[config.mk]
export PLATFORM = sky130hd
export DESIGN_NAME = traffic_light_sequencer
export DESIGN_NICKNAME = d
export VERILOG_FILES = /design/src/rtl/traffic_light_sequencer.sv
export SDC_FILE = /design/constraint.sdc
export NUM_CORES = 1
export LEC_CHECK = 0
export BUFFER_PORTS_ARGS = -buffer_cell sky130_fd_sc_hd__buf_4
export CAP_MARGIN = 5
export CORE_MARGIN = 5
export CORE_UTILIZATION = 60
export CTS_BUF_LIST = sky130_fd_sc_hd__clkbuf_2 sky130_fd_sc_hd__clkbuf_4 sky130_fd_sc_hd__clkbuf_8
export DETAILED_ROUTE_END_ITERATION = 10
export PLACE_DENSITY = 0.87
export SLEW_MARGIN = 5
export SYNTH_ARGS = -nofsm -noshare
export SYNTH_HDL_FRONTEND = slang
export SYNTH_SLANG_ARGS = --single-unit
[constraint.sdc]
create_clock -name dclk -period 6.6 [get_ports dclk]
set_input_delay 0.99 -clock dclk [delete_from_list [all_inputs] [get_ports dclk]]
set_output_delay 0.99 -clock dclk [all_outputs]
set_load 0.01 [all_outputs]
[src/rtl/traffic_light_sequencer.sv]
// traffic_light_sequencer
//   Frame-rate controller for the intersection scene. Once per video frame
//   (the falling edge of vsync) it advances a six-phase traffic-light FSM and
//   steps the EW car sprite. Everything runs on dclk; all outputs are registered.
//
//   Optional build macro: TLS_SENSOR_EN
//     defined   - NS_GREEN is held (timer saturated at GREEN_FRAMES-1) until an
//                 EW vehicle request has been latched from ew_req.
//     undefined - fixed-time cycle, ew_req is ignored.
//
// Ports
//   dclk        in   pixel clock, rising-edge logic
//   clr_n       in   synchronous active-low reset
//   vsync       in   active-low vsync, same clock domain
//   hold        in   freeze phase timer and car while high
//   ew_req      in   EW vehicle-sensor request (sensor build only)
//   ns_light    out  [1:0] 00 red, 01 yellow, 10 green
//   ew_light    out  [1:0] same encoding
//   phase_timer out  [7:0] frames elapsed in the current phase
//   car_x       out  [9:0] car left edge in active-area pixels
//   frame_tick  out  one-cycle pulse per frame, one cycle after the vsync fall
module traffic_light_sequencer #(
  parameter int GREEN_FRAMES  = 180,
  parameter int YELLOW_FRAMES = 60,
  parameter int ALLRED_FRAMES = 30,
  parameter int CAR_STEP      = 2,
  parameter int CAR_STOP_X    = 130,
  parameter int CAR_END_X     = 640
) (
  input  logic       dclk,
  input  logic       clr_n,
  input  logic       vsync,
  input  logic       hold,
  input  logic       ew_req,
  output logic [1:0] ns_light,
  output logic [1:0] ew_light,
  output logic [7:0] phase_timer,
  output logic [9:0] car_x,
  output logic       frame_tick
);

  typedef enum logic [2:0] {
    NS_GREEN,
    NS_YELLOW,
    ALLRED_A,
    EW_GREEN,
    EW_YELLOW,
    ALLRED_B
  } state_t;

  localparam logic [7:0]  GREEN_LAST  = 8'(GREEN_FRAMES - 1);
  localparam logic [7:0]  YELLOW_LAST = 8'(YELLOW_FRAMES - 1);
  localparam logic [7:0]  ALLRED_LAST = 8'(ALLRED_FRAMES - 1);
  // Car arithmetic is done one bit wider so the wrap test sees the true sum.
  localparam logic [10:0] STEP_W      = 11'(CAR_STEP);
  localparam logic [10:0] STOP_W      = 11'(CAR_STOP_X);
  localparam logic [10:0] END_W       = 11'(CAR_END_X);
  localparam logic [1:0]  LT_RED      = 2'b00;
  localparam logic [1:0]  LT_YELLOW   = 2'b01;
  localparam logic [1:0]  LT_GREEN    = 2'b10;

  state_t      state;
  state_t      state_nxt;
  logic        vsync_q;
  logic        tick;
  logic        advance;
  logic        exit_ok;
  logic        leave;
  logic [7:0]  phase_last;
  logic [7:0]  timer_nxt;
  logic [10:0] car_sum;
  logic [9:0]  car_nxt;
  logic [1:0]  ns_nxt;
  logic [1:0]  ew_nxt;

  // {ns, ew} light pair for a state; only one side is ever non-red.
  function automatic logic [3:0] lights_for(input state_t s);
    case (s)
      NS_GREEN:  lights_for = {LT_GREEN,  LT_RED};
      NS_YELLOW: lights_for = {LT_YELLOW, LT_RED};
      EW_GREEN:  lights_for = {LT_RED,    LT_GREEN};
      EW_YELLOW: lights_for = {LT_RED,    LT_YELLOW};
      default:   lights_for = {LT_RED,    LT_RED};
    endcase
  endfunction

  // The tick is the cycle the first low vsync sample arrives.
  assign tick    = vsync_q & ~vsync;
  assign advance = tick & ~hold;

`ifdef TLS_SENSOR_EN
  logic req_q;

  // A request on the exit tick itself still releases NS_GREEN.
  assign exit_ok = req_q | ew_req;

  // A new request wins over the clear on EW_GREEN entry so it is not lost.
  always_ff @(posedge dclk) begin
    if (!clr_n) begin
      req_q <= 1'b0;
    end else if (ew_req) begin
      req_q <= 1'b1;
    end else if (state_nxt == EW_GREEN && state != EW_GREEN) begin
      req_q <= 1'b0;
    end
  end
`else
  logic unused_ew_req;

  assign exit_ok       = 1'b1;
  assign unused_ew_req = ew_req;
`endif

  always_comb begin
    case (state)
      NS_GREEN, EW_GREEN:   phase_last = GREEN_LAST;
      NS_YELLOW, EW_YELLOW: phase_last = YELLOW_LAST;
      default:              phase_last = ALLRED_LAST;
    endcase
  end

  // Phase timer and next state.
  always_comb begin
    state_nxt = state;
    timer_nxt = phase_timer;
    leave     = 1'b0;
    if (advance) begin
      if (phase_timer >= phase_last) begin
        if (state == NS_GREEN && !exit_ok) begin
          timer_nxt = phase_last;
        end else begin
          leave     = 1'b1;
          timer_nxt = 8'd0;
        end
      end else begin
        timer_nxt = phase_timer + 8'd1;
      end
    end
    if (leave) begin
      case (state)
        NS_GREEN:  state_nxt = NS_YELLOW;
        NS_YELLOW: state_nxt = ALLRED_A;
        ALLRED_A:  state_nxt = EW_GREEN;
        EW_GREEN:  state_nxt = EW_YELLOW;
        EW_YELLOW: state_nxt = ALLRED_B;
        default:   state_nxt = NS_GREEN;
      endcase
    end
  end

  assign {ns_nxt, ew_nxt} = lights_for(state_nxt);

  // Car motion keys off the light the car saw before this tick's update.
  // A car already past the stop line keeps moving on red.
  assign car_sum = {1'b0, car_x} + STEP_W;

  always_comb begin
    car_nxt = car_x;
    if (advance) begin
      if (ew_light != LT_GREEN && {1'b0, car_x} < STOP_W) begin
        car_nxt = (car_sum >= STOP_W) ? STOP_W[9:0] : car_sum[9:0];
      end else if (ew_light != LT_GREEN && {1'b0, car_x} == STOP_W) begin
        car_nxt = car_x;
      end else begin
        car_nxt = (car_sum >= END_W) ? 10'd0 : car_sum[9:0];
      end
    end
  end

  always_ff @(posedge dclk) begin
    if (!clr_n) begin
      state       <= ALLRED_B;
      phase_timer <= 8'd0;
      car_x       <= 10'd0;
      ns_light    <= LT_RED;
      ew_light    <= LT_RED;
      frame_tick  <= 1'b0;
      vsync_q     <= 1'b1;
    end else begin
      state       <= state_nxt;
      phase_timer <= timer_nxt;
      car_x       <= car_nxt;
      ns_light    <= ns_nxt;
      ew_light    <= ew_nxt;
      frame_tick  <= tick;
      vsync_q     <= vsync;
    end
  end

endmodule

==> results of run 1 <==
==> area by class of cell <==
cell class	count	share of cell area, %
Multi-Input combinational cell	133	53.6
Tap cell	30	2.15
Timing Repair Buffer	25	10.8
Inverter	11	2.37
Clock buffer	3	1.29
Sequential cell	26	29.9
==> metal layers <==
metal	part of all wire (%)	global-route usage [%]
met2	50	35.0
met4	1.9	9.91
met1	42	23.8
met5	0	0
met3	5.6	3.35
==> critical path: stages, from the launching register on <==
cell      delay, ns
dfxtp_1        0.48
mux2i_1        0.31
inv_1          0.12
ha_1           0.29
a21oi_1        0.06
nor2b_1        0.10
o21ai_0        0.10
a211o_1        0.40
or4b_1         0.54
a21boi_1       0.13
==> worst min path at each step <==
stage	to	slack (ns)	depth (start not counted)
floorplan	frame_tick$_SDFF_PN0_	0.47	1
global placement	frame_tick$_SDFF_PN0_	0.49	1
detailed placement	frame_tick$_SDFF_PN0_	0.50	1
CTS	frame_tick$_SDFF_PN0_	0.54	1
global route	frame_tick$_SDFF_PN0_	0.56	1
finish	frame_tick$_SDFF_PN0_	0.54	1
==> sequential cells by signal (all words and copies together) (netlist names) <==
register	count
state	3
vsync_q	1
phase_timer	8
frame_tick	1
car_x	9
ew_light	2
ns_light	2
==> cell families after synthesis <==
family          synth area share, %
simple gates                   27.2
compound gates                 19.8
flops                          33.0
buf+inv                        7.70
fa+ha+maj                      6.35
xor+xnor                       4.45
mux                            1.27
other cells                   0.238
==> metrics by stage <==
step                hold WS (ns)  setup slack [ns]  util [%]  cell area, µm²
CTS                        0.538              4.01      69.7            1740
detailed placement         0.501              3.93      68.8            1720
global route               0.559              3.80      69.7            1740
finish                     0.539              4.02      69.7            1740
global placement           0.487              3.98      68.8            1720
floorplan                  0.474              4.27         -            1580
==> cells in the mapped netlist (2+ instances only) <==
| cell type | instances |
|---|---|
| dfxtp_1 | 26 |
| nand2_1 | 15 |
| inv_1 | 11 |
| nor2_1 | 11 |
| ha_1 | 8 |
| nand3_1 | 8 |
| a21oi_1 | 7 |
| o21ai_0 | 7 |
| buf_4 | 5 |
| xor2_1 | 5 |
| a211o_1 | 4 |
| a41oi_1 | 4 |
| nand4_1 | 4 |
| o22ai_1 | 4 |
| clkbuf_1 | 3 |
| nor2b_1 | 3 |
| or3_1 | 3 |
| xnor2_1 | 3 |
| a211oi_1 | 2 |
| a21boi_1 | 2 |
| a31oi_1 | 2 |
| buf_6 | 2 |
| mux2i_1 | 2 |
| nand2b_1 | 2 |
| nor3_1 | 2 |
| nor3b_1 | 2 |
| or2_2 | 2 |
==> power by group through the flow <==
stage               combinational [W]  sequential [W]  clock [W]
floorplan                   0.0000142        0.000165          0
global placement            0.0000186        0.000165          0
detailed placement          0.0000195        0.000165          0
CTS                         0.0000195        0.000162  0.0000689
global route                0.0000213        0.000162  0.0000763
finish                      0.0000196        0.000162  0.0000667
==> out/metrics.yaml, run 1 <==
num_rows: 18
place_congestion: 0.947
internal_power_w: 0.000189
clock_sinks: 26
overflow: 0
synth_top_area_share_pct: 33.0
dieArea_um2: 3750
power_density_nw_per_um2: 142
vias_per_cell: 6.23
portBuffers: 25
yosysUniqueCellTypes: 60
grt_max_degree: 24
grt_usage_pct: 20.1
antenna_found_initial: 0
critical_path_class: "register to register"
clk_path_buf_depth: 2
cts_root_buffer: "clkbuf_4"
fin_crit_ns: 2.58
status: "complete, no violations"
drc: 0
htree_levels: 1
finalPower_w: 0.000248
cts_made_buffers: 3
setup.worst_path.end: "ew_light[0]$_SDFF_PN0_"
seq_area_frac_synth_pct: 33.0
power_frac_comb_pct: 7.9
timing.rr.end: "ew_light[0]$_SDFF_PN0_"
grt_pass1_vias: 1372
drtPass1Iterations: 5
max_freq_mhz: 387
drive_gt1_share_pct: 20.2
fillers: 192
dp.final_hpwl_um: 2570
fin_tns_setup_ns: 0
cts_resized: 0
layout_common_cells: "dfxtp_1 (26), buf_4 (25), nand2_1 (15)"
sequentialPowerShare_pct: 65.2
r2r-start: "state[0]$_SDFF_PN1_"
antennaDiodeCount: 0
wirelength_um: 3440
ioPinCount: 28
synth_ff_type: "dfxtp_1"
critPathArrivalTime_ns: 2.84
antenna_left: 0
clkPwrFrac_pct: 26.9
syn_nets: 195
die_h_um: 61.2
dp_cells: 225
rsz0062_at_grt: "false"
initial_core_util_pct: 63.0
hold_path.class: "register to register"
end_kind: "register"
regArea_um2: 520
cts_setup_buffers: 0
rrSetupSlack_ns: 4.02
hold_buffers: 0
grt_pass1_wl_um: 5800
critPathLaunch: "state[0]$_SDFF_PN1_"
yosysWarnings: 0
min_from: "vsync_q$_SDFF_PN1_"
p_sw_w: 0.0000586
synth_area_leader_cell: "dfxtp_1"
multiInputGateArea_um2: 933
final_nets: 213
synth-seq-cells: 26
required_ns: 6.86
wire_per_inst_um: 15.1
path_max_fanout: 11
drv_cap: 0
vias: 1421
p_sw_share_pct: 23.6
drv_slew: 0
dr.first_iter.drc_count: 74
synth_cells: 182
finalCritPeriodShare_pct: 39.1
cts_tree: "yes"
fp.dieW_um: 61.2
clock_latency_ns: 0.31
synth.area.top_cells: "dfxtp_1 (33%), ha_1 (6.4%), nand2_1 (3.6%), xor2_1 (2.8%), inv_1 (2.6%)"
setup_viol: 0
hold_violations: 0
p_leak_nw: 0.680
critical_path.startpoint_type: "register"
layout_commonest_cell: "dfxtp_1"
synthArstFlopShare_pct: 0
clock_skew_ns: 0.00168
coreArea_um2: 2500
avgSynthCellArea_um2: 8.66
finalNonFillerCells: 228
path_clk_slew_ns: 0.13
ir_worst_vdd_uv: 127
syn_to_final_growth_pct: 10.6
synth-edff-count: 0
syn-cell-area_um2: 1580
r2r_cells: 9
(Power assumes the default switching activity.)
==> run 2, diff against run 1 <==
--- a/config.mk
+++ b/config.mk
@@ -5,13 +5,14 @@
 export SDC_FILE = /design/constraint.sdc
 export NUM_CORES = 1
 export LEC_CHECK = 0
+export ABC_AREA = 1
 export BUFFER_PORTS_ARGS = -buffer_cell sky130_fd_sc_hd__buf_4
 export CAP_MARGIN = 5
 export CORE_MARGIN = 5
-export CORE_UTILIZATION = 60
+export CORE_UTILIZATION = 57
 export CTS_BUF_LIST = sky130_fd_sc_hd__clkbuf_2 sky130_fd_sc_hd__clkbuf_4 sky130_fd_sc_hd__clkbuf_8
 export DETAILED_ROUTE_END_ITERATION = 10
-export PLACE_DENSITY = 0.87
+export PLACE_DENSITY = 0.84
 export SLEW_MARGIN = 5
 export SYNTH_ARGS = -nofsm -noshare
 export SYNTH_HDL_FRONTEND = slang
==> constraint.sdc (replaced) <==
create_clock -name dclk -period 2.6 [get_ports dclk]
set_input_delay 0.39 -clock dclk [delete_from_list [all_inputs] [get_ports dclk]]
set_output_delay 0.39 -clock dclk [all_outputs]
set_load 0.01 [all_outputs]
==> out/metrics.yaml, run 2 <==
synth_top_family_by_area: "simple AND/OR/NAND/NOR gates"
reg_top3: "car_x: 9 flops, phase_timer: 8 flops, state: 3 flops"
fp.dieW_um: 61.6  # +0.52%
hold_violations: 0  # unchanged
drtPass1Iterations: 4  # -1
grt-busiest-layer: "met2"
critPathArrivalTime_ns: 2.50  # -0.34 ns
synth_mux_area_share_pct: 0  # -1.3 points
hold_path.class: "input pin to register"
critical_path.startpoint_type: "register"
ys_top_cells_by_count: "nand2_1 (51), inv_1 (27), dfxtp_1 (26), nor2_1 (26), a21oi_1 (19)"
clock_sinks: 26  # unchanged
setup.worst_path.end: "ew_light[0]$_SDFF_PN0_"
syn-cell-area_um2: 1520  # -3.8%
hold_buffers: 0  # unchanged
synth-seq-cells: 26  # unchanged
synth_cells: 220  # +21%
path_clk_slew_ns: 0.15  # +0.02 ns
synth_ff_type: "dfxtp_1"
avgSynthCellArea_um2: 6.89  # -20%
fin_crit_ns: 2.24  # -0.338 ns
die_h_um: 61.6  # +0.52%
initial_core_util_pct: 60.6  # -2.4 points
r2r_cells: 12  # +3
ir_worst_vdd_uv: 351  # +180%
path_max_fanout: 7  # -4
fillers: 219  # +14%
max_freq_mhz: 446  # +15%
synth_top_area_share_pct: 34.4  # +1.3 points
use_met3_pct: 2.73  # -0.63 points
htree_levels: 1  # unchanged
status: "complete, no violations"
synth_area_leader_cell: "dfxtp_1"
cts_tree: "yes"
grt_pass1_wl_um: 5330  # -8.0%
largest_reg_flops: 9  # unchanged
met2_usage_pct: 32.3  # -2.8 points
critPathLaunch: "state[0]$_SDFF_PN1_"
final_nets: 259  # +22%
cts_setup_buffers: 0  # unchanged
synth_adder_area_share_pct: 6.61  # +0.25 points
end_kind: "register"
yosysUniqueCellTypes: 30  # -50%
p_leak_nw: 0.829  # +22%
layout_commonest_cell: "nand2_1"
rsz0062_at_grt: "false"
setup_viol: 0  # unchanged
vias_per_cell: 5.21  # -16%
grt_pass1_vias: 1299  # -5.3%
critical_path_class: "register to register"
clk_path_buf_depth: 2  # unchanged
dieArea_um2: 3790  # +1.0%
layout_common_cells: "nand2_1 (51), inv_1 (27), nor2_1 (26), dfxtp_1 (26), buf_4 (25)"
r2r-start: "state[0]$_SDFF_PN1_"
antennaDiodeCount: 0  # unchanged
synthArstFlopShare_pct: 0  # unchanged
dp.final_hpwl_um: 2380  # -7.6%
overflow: 0  # unchanged
synth_compound_gate_area_share_pct: 11.2  # -8.5 points
cts_made_buffers: 3  # unchanged
fin_tns_setup_ns: 0  # unchanged
grt_max_degree: 16  # -33%
clock_latency_ns: 0.33  # +0.02 ns
cts_resized: 0  # unchanged
met1_usage_pct: 22.1  # -1.7 points
drv_slew: 0  # unchanged
wire_per_inst_um: 11.4  # -24%
synth_simple_gate_area_share_pct: 35.1  # +7.9 points
syn_nets: 233  # +19%
timing.rr.end: "ew_light[0]$_SDFF_PN0_"
clock_skew_ns: 0.0115  # +0.00977 ns
regMostFlops: "car_x"
place_ws_ns: 0.405  # -3.53 ns
coreArea_um2: 2500  # unchanged
drive_gt1_share_pct: 18.4  # -1.8 points
yosysWarnings: 0  # unchanged
antenna_left: 0  # unchanged
required_ns: 2.86  # -4.00 ns
finalWorstSetupSlack_ns: 0.357  # -3.66 ns
dr.first_iter.drc_count: 82  # +11%
num_rows: 18  # unchanged
yosys.area_share.xor_xnor_pct: 3.96  # -0.48 points
synth-edff-count: 0  # unchanged
synth.area.top_cells: "dfxtp_1 (34%), nand2_1 (13%), inv_1 (6.7%), ha_1 (6.6%), nor2_1 (6.4%)"
drc: 0  # unchanged
grt_usage_pct: 18.3  # -1.8 points
antenna_found_initial: 0  # unchanged
seq_area_frac_synth_pct: 34.4  # +1.3 points
finalCritPeriodShare_pct: 86.3  # +47 points
power_density_nw_per_um2: 419  # +190%
synth_most_common_cell: "nand2_1"
portBuffers: 25  # unchanged
place_congestion: 0.856  # -9.6%
ioPinCount: 28  # unchanged
wirelength_um: 3150  # -8.4%
drv_cap: 0  # unchanged
vias: 1434  # +0.91%
syn_to_final_growth_pct: 16.8
cts_root_buffer: "clkbuf_4"
rrSetupSlack_ns: 0.36  # -3.66 ns
==> run 2: cell types whose count changed in the layout (fill, tap and decap cells not counted), moves of 8 or more <==
cell / delta
inv_1: +16
nand2_1: +36
a21oi_1: +12
nand3_1: +8
nor2_1: +15
==> run 2: worst min-delay path by stage <==
stage                           from               endpoint  slack (ns)  cells past startpoint
2_1_floorplan                  clr_n    state[0]$_SDFF_PN1_        0.46                      1
3_3_place_gp   car_x[9]$_SDFFE_PN0P_  car_x[9]$_SDFFE_PN0P_        0.47                      2
3_5_place_dp      vsync_q$_SDFF_PN1_  frame_tick$_SDFF_PN0_        0.48                      2
5_1_grt                        clr_n    state[0]$_SDFF_PN1_        0.25                      2
4_1_cts                        clr_n    state[0]$_SDFF_PN1_        0.25                      2
6_report                       clr_n    state[0]$_SDFF_PN1_        0.26                      2
==> run 2: per-layer routing <==
layer	part of all wire (%)	wire length, µm
met1	45	1410
met4	1.2	37
met2	49	1560
met3	4.5	142
met5	0	0
==> run 2: report_power, final <==
group          internal [W]  total [W]  switching [W]
clock network      0.000156   0.000277       0.000121
logic             0.0000198  0.0000533      0.0000335
registers          0.000404   0.000410     0.00000638
==> run 2: final cells by class <==
cell class / count / area (µm²) / area share, %
sequential: 26 / 520 / 29.4
timing repair buffer: 25 / 188 / 10.6
multi-input combinational: 162 / 866 / 48.9
inverter: 28 / 105 / 5.94
tap: 30 / 37.5 / 2.12
clock buffer: 3 / 22.5 / 1.27
clock inverter: 1 / 30.0 / 1.70
==> run 2: per-stage QoR <==
stage / utilization (%) / hold WS [ns] / area [µm²] / cells / power, W
4_1_cts: 70.8 / 0.247 / 1770 / 275 / 0.000748
2_1_floorplan: - / 0.460 / 1520 / 220 / 0.000453
5_1_grt: 70.8 / 0.250 / 1770 / 275 / 0.000770
3_5_place_dp: 68.7 / 0.475 / 1720 / 271 / 0.000472
3_3_place_gp: 68.7 / 0.472 / 1720 / 271 / 0.000471
6_report: 70.8 / 0.257 / 1770 / 275 / 0.000741
==> run 2: kinds of logic after synthesis <==
kind of cell / count (synthesis)
buffers and inverters: 32
adder cells (fa/ha/maj): 8
XOR/XNOR: 6
flip-flops: 26
AO/OA/AOI/OAI: 30
AND/OR/NAND/NOR: 117
other: 1
==> run 2: worst max-delay path: stages (launching register included) <==
cell     delay (ns)
dfxtp_1        0.40
inv_1          0.07
o21ai_0        0.26
inv_1          0.11
ha_1           0.29
a21oi_1        0.06
o21ai_0        0.16
nand2_1        0.09
nand2_1        0.08
nand2_2        0.10
o21ai_1        0.32
nand2_1        0.08
nor3_1         0.15
==> run 3, diff against run 2 <==
--- a/config.mk
+++ b/config.mk
@@ -9,10 +9,10 @@
 export BUFFER_PORTS_ARGS = -buffer_cell sky130_fd_sc_hd__buf_4
 export CAP_MARGIN = 5
 export CORE_MARGIN = 5
-export CORE_UTILIZATION = 57
+export CORE_UTILIZATION = 38
 export CTS_BUF_LIST = sky130_fd_sc_hd__clkbuf_2 sky130_fd_sc_hd__clkbuf_4 sky130_fd_sc_hd__clkbuf_8
 export DETAILED_ROUTE_END_ITERATION = 10
-export PLACE_DENSITY = 0.84
+export PLACE_DENSITY = 0.6
 export SLEW_MARGIN = 5
 export SYNTH_ARGS = -nofsm -noshare
 export SYNTH_HDL_FRONTEND = slang
==> out/metrics.yaml, run 3 (same netlist as run 2, synthesis figures left out) <==
path_max_fanout: 7  # unchanged
drtPass1Iterations: 4  # unchanged
clk_path_buf_depth: 2  # unchanged
dp.final_hpwl_um: 2390  # +0.56%
path_clk_slew_ns: 0.09  # -0.06 ns
critPathLaunch: "state[0]$_SDFF_PN1_"
final_nets: 259  # unchanged
wirelength_um: 3140  # -0.25%
drc: 0  # unchanged
required_ns: 2.80  # -0.06 ns
layout_common_cells: "nand2_1 (51), inv_1 (27), nor2_1 (26), dfxtp_1 (26), buf_4 (25)"
reg_top3: "car_x: 9 flops, phase_timer: 8 flops, state: 3 flops"
rsz0062_at_grt: "false"
r2r-start: "state[0]$_SDFF_PN1_"
clock_latency_ns: 0.27  # -0.06 ns
fin_tns_setup_ns: 0  # unchanged
hold_path.class: "input pin to register"
cts_made_buffers: 3  # unchanged
drive_gt1_share_pct: 18.4  # unchanged
initial_core_util_pct: 38.4  # -22 points
vias: 1386  # -3.3%
vias_per_cell: 4.70  # -9.9%
multiInputGateArea_um2: 866  # unchanged
grt_pass1_vias: 1257  # -3.2%
power_density_nw_per_um2: 402  # -3.9%
layout_commonest_cell: "nand2_1"
clock_skew_ns: 0.00307  # -0.00838 ns
status: "complete, no violations"
cts_tree: "yes"
antennaDiodeCount: 0  # unchanged
die_h_um: 73.1  # +19%
fillers: 428  # +95%
setup.worst_path.end: "ew_light[0]$_SDFF_PN0_"
critical_path.startpoint_type: "register"
dieArea_um2: 5350  # +41%
hold_violations: 0  # unchanged
drv_cap: 0  # unchanged
critical_path_class: "register to register"
ioPinCount: 28  # unchanged
htree_levels: 1  # unchanged
finalPower_w: 0.000723  # -2.4%
grt_max_degree: 15  # -1
dr.first_iter.drc_count: 66  # -20%
largest_reg_flops: 9  # unchanged
finalCritPeriodShare_pct: 85.0  # -1.2 points
syn_to_final_growth_pct: 18.6
num_rows: 23  # +5
cts_root_buffer: "clkbuf_8"
clock_sinks: 26  # unchanged
place_congestion: 0.778  # -9.1%
fin_crit_ns: 2.21  # -0.0323 ns
antenna_found_initial: 0  # unchanged
timing.rr.end: "ew_light[0]$_SDFF_PN0_"
dp_cells: 291  # +7.4%
grt_pass1_wl_um: 5410  # +1.4%
ir_worst_vdd_uv: 189  # -46%
grt_usage_pct: 12.6  # -5.7 points
regMostFlops: "car_x"
max_freq_mhz: 452  # +1.5%
portBuffers: 25  # unchanged
overflow: 0  # unchanged
end_kind: "register"
r2r_cells: 13  # +1
whs_ns: 0.327  # +0.0704 ns
coreArea_um2: 3940  # +58%
regArea_um2: 520  # unchanged
rrSetupSlack_ns: 0.39  # +0.03 ns
cts_resized: 0  # unchanged
fp.dieW_um: 73.1  # +19%
drv_slew: 0  # unchanged
critPathArrivalTime_ns: 2.41  # -0.09 ns
wire_per_inst_um: 10.6  # -7.0%
setup_viol: 0  # unchanged
cts_setup_buffers: 0  # unchanged
finalNonFillerCells: 295  # +7.3%
hold_buffers: 0  # unchanged
p_leak_nw: 0.830  # about the same
antenna_left: 0  # unchanged
-- run 3: changes by cell type in the layout (fill, tap and decap cells not counted), sizes merged --
cell | previous run | this run
clkbuf | 3 | 4
bufinv | 1 | 0
-- run 3: area by class of cell --
cell class	count	area share [%]
flip-flops and latches	26	29.0
multi-input cells	162	48.2
well taps	50	3.48
clock buffers	4	3.06
repair buffers	25	10.4
inverters	28	5.85
-- run 3: metrics by stage --
step           utilization (%)  area, µm²  setup slack (ns)
2_1_floorplan                -       1520             0.662
3_3_place_gp              44.2       1740             0.406
3_5_place_dp              44.2       1740             0.390
4_1_cts                   45.6       1800             0.351
5_1_grt                   45.6       1800            0.0162
6_report                  45.6       1800             0.390
-- run 3: worst min path at each step --
| stage | startpoint | endpoint | depth (start not counted) |
|---|---|---|---|
| global placement | vsync_q$_SDFF_PN1_ | frame_tick$_SDFF_PN0_ | 2 |
| floorplan | clr_n | state[0]$_SDFF_PN1_ | 1 |
| global route | clr_n | state[0]$_SDFF_PN1_ | 2 |
| finish | clr_n | state[0]$_SDFF_PN1_ | 2 |
| CTS | clr_n | state[0]$_SDFF_PN1_ | 2 |
| detailed placement | car_x[9]$_SDFFE_PN0P_ | car_x[9]$_SDFFE_PN0P_ | 2 |
-- run 3: worst max-delay path, cell delays in order (launching register included) --
cell	delay [ns]
dfxtp_1	0.34
nor2_1	0.13
inv_1	0.08
a21oi_1	0.20
inv_1	0.07
ha_1	0.29
a21oi_1	0.14
a21boi_1	0.20
nand2_1	0.08
nand2_2	0.13
nand2_1	0.07
o21ai_1	0.20
nand2_1	0.09
nor3_1	0.13
-- run 3: metal layers --
| metal | wire length [µm] | global-route usage [%] | part of all wire (%) |
|---|---|---|---|
| met1 | 1530 | 16.4 | 49 |
| met2 | 1430 | 20.5 | 45 |
| met3 | 150 | 2.75 | 4.8 |
| met4 | 31 | 4.10 | 0.99 |
| met5 | 0 | 0 | 0 |
-- run 3: power breakdown --
part	internal, W	switching, W
logic	0.0000199	0.0000328
clock network	0.000135	0.000125
registers	0.000403	0.00000649
total	0.000559	0.000165
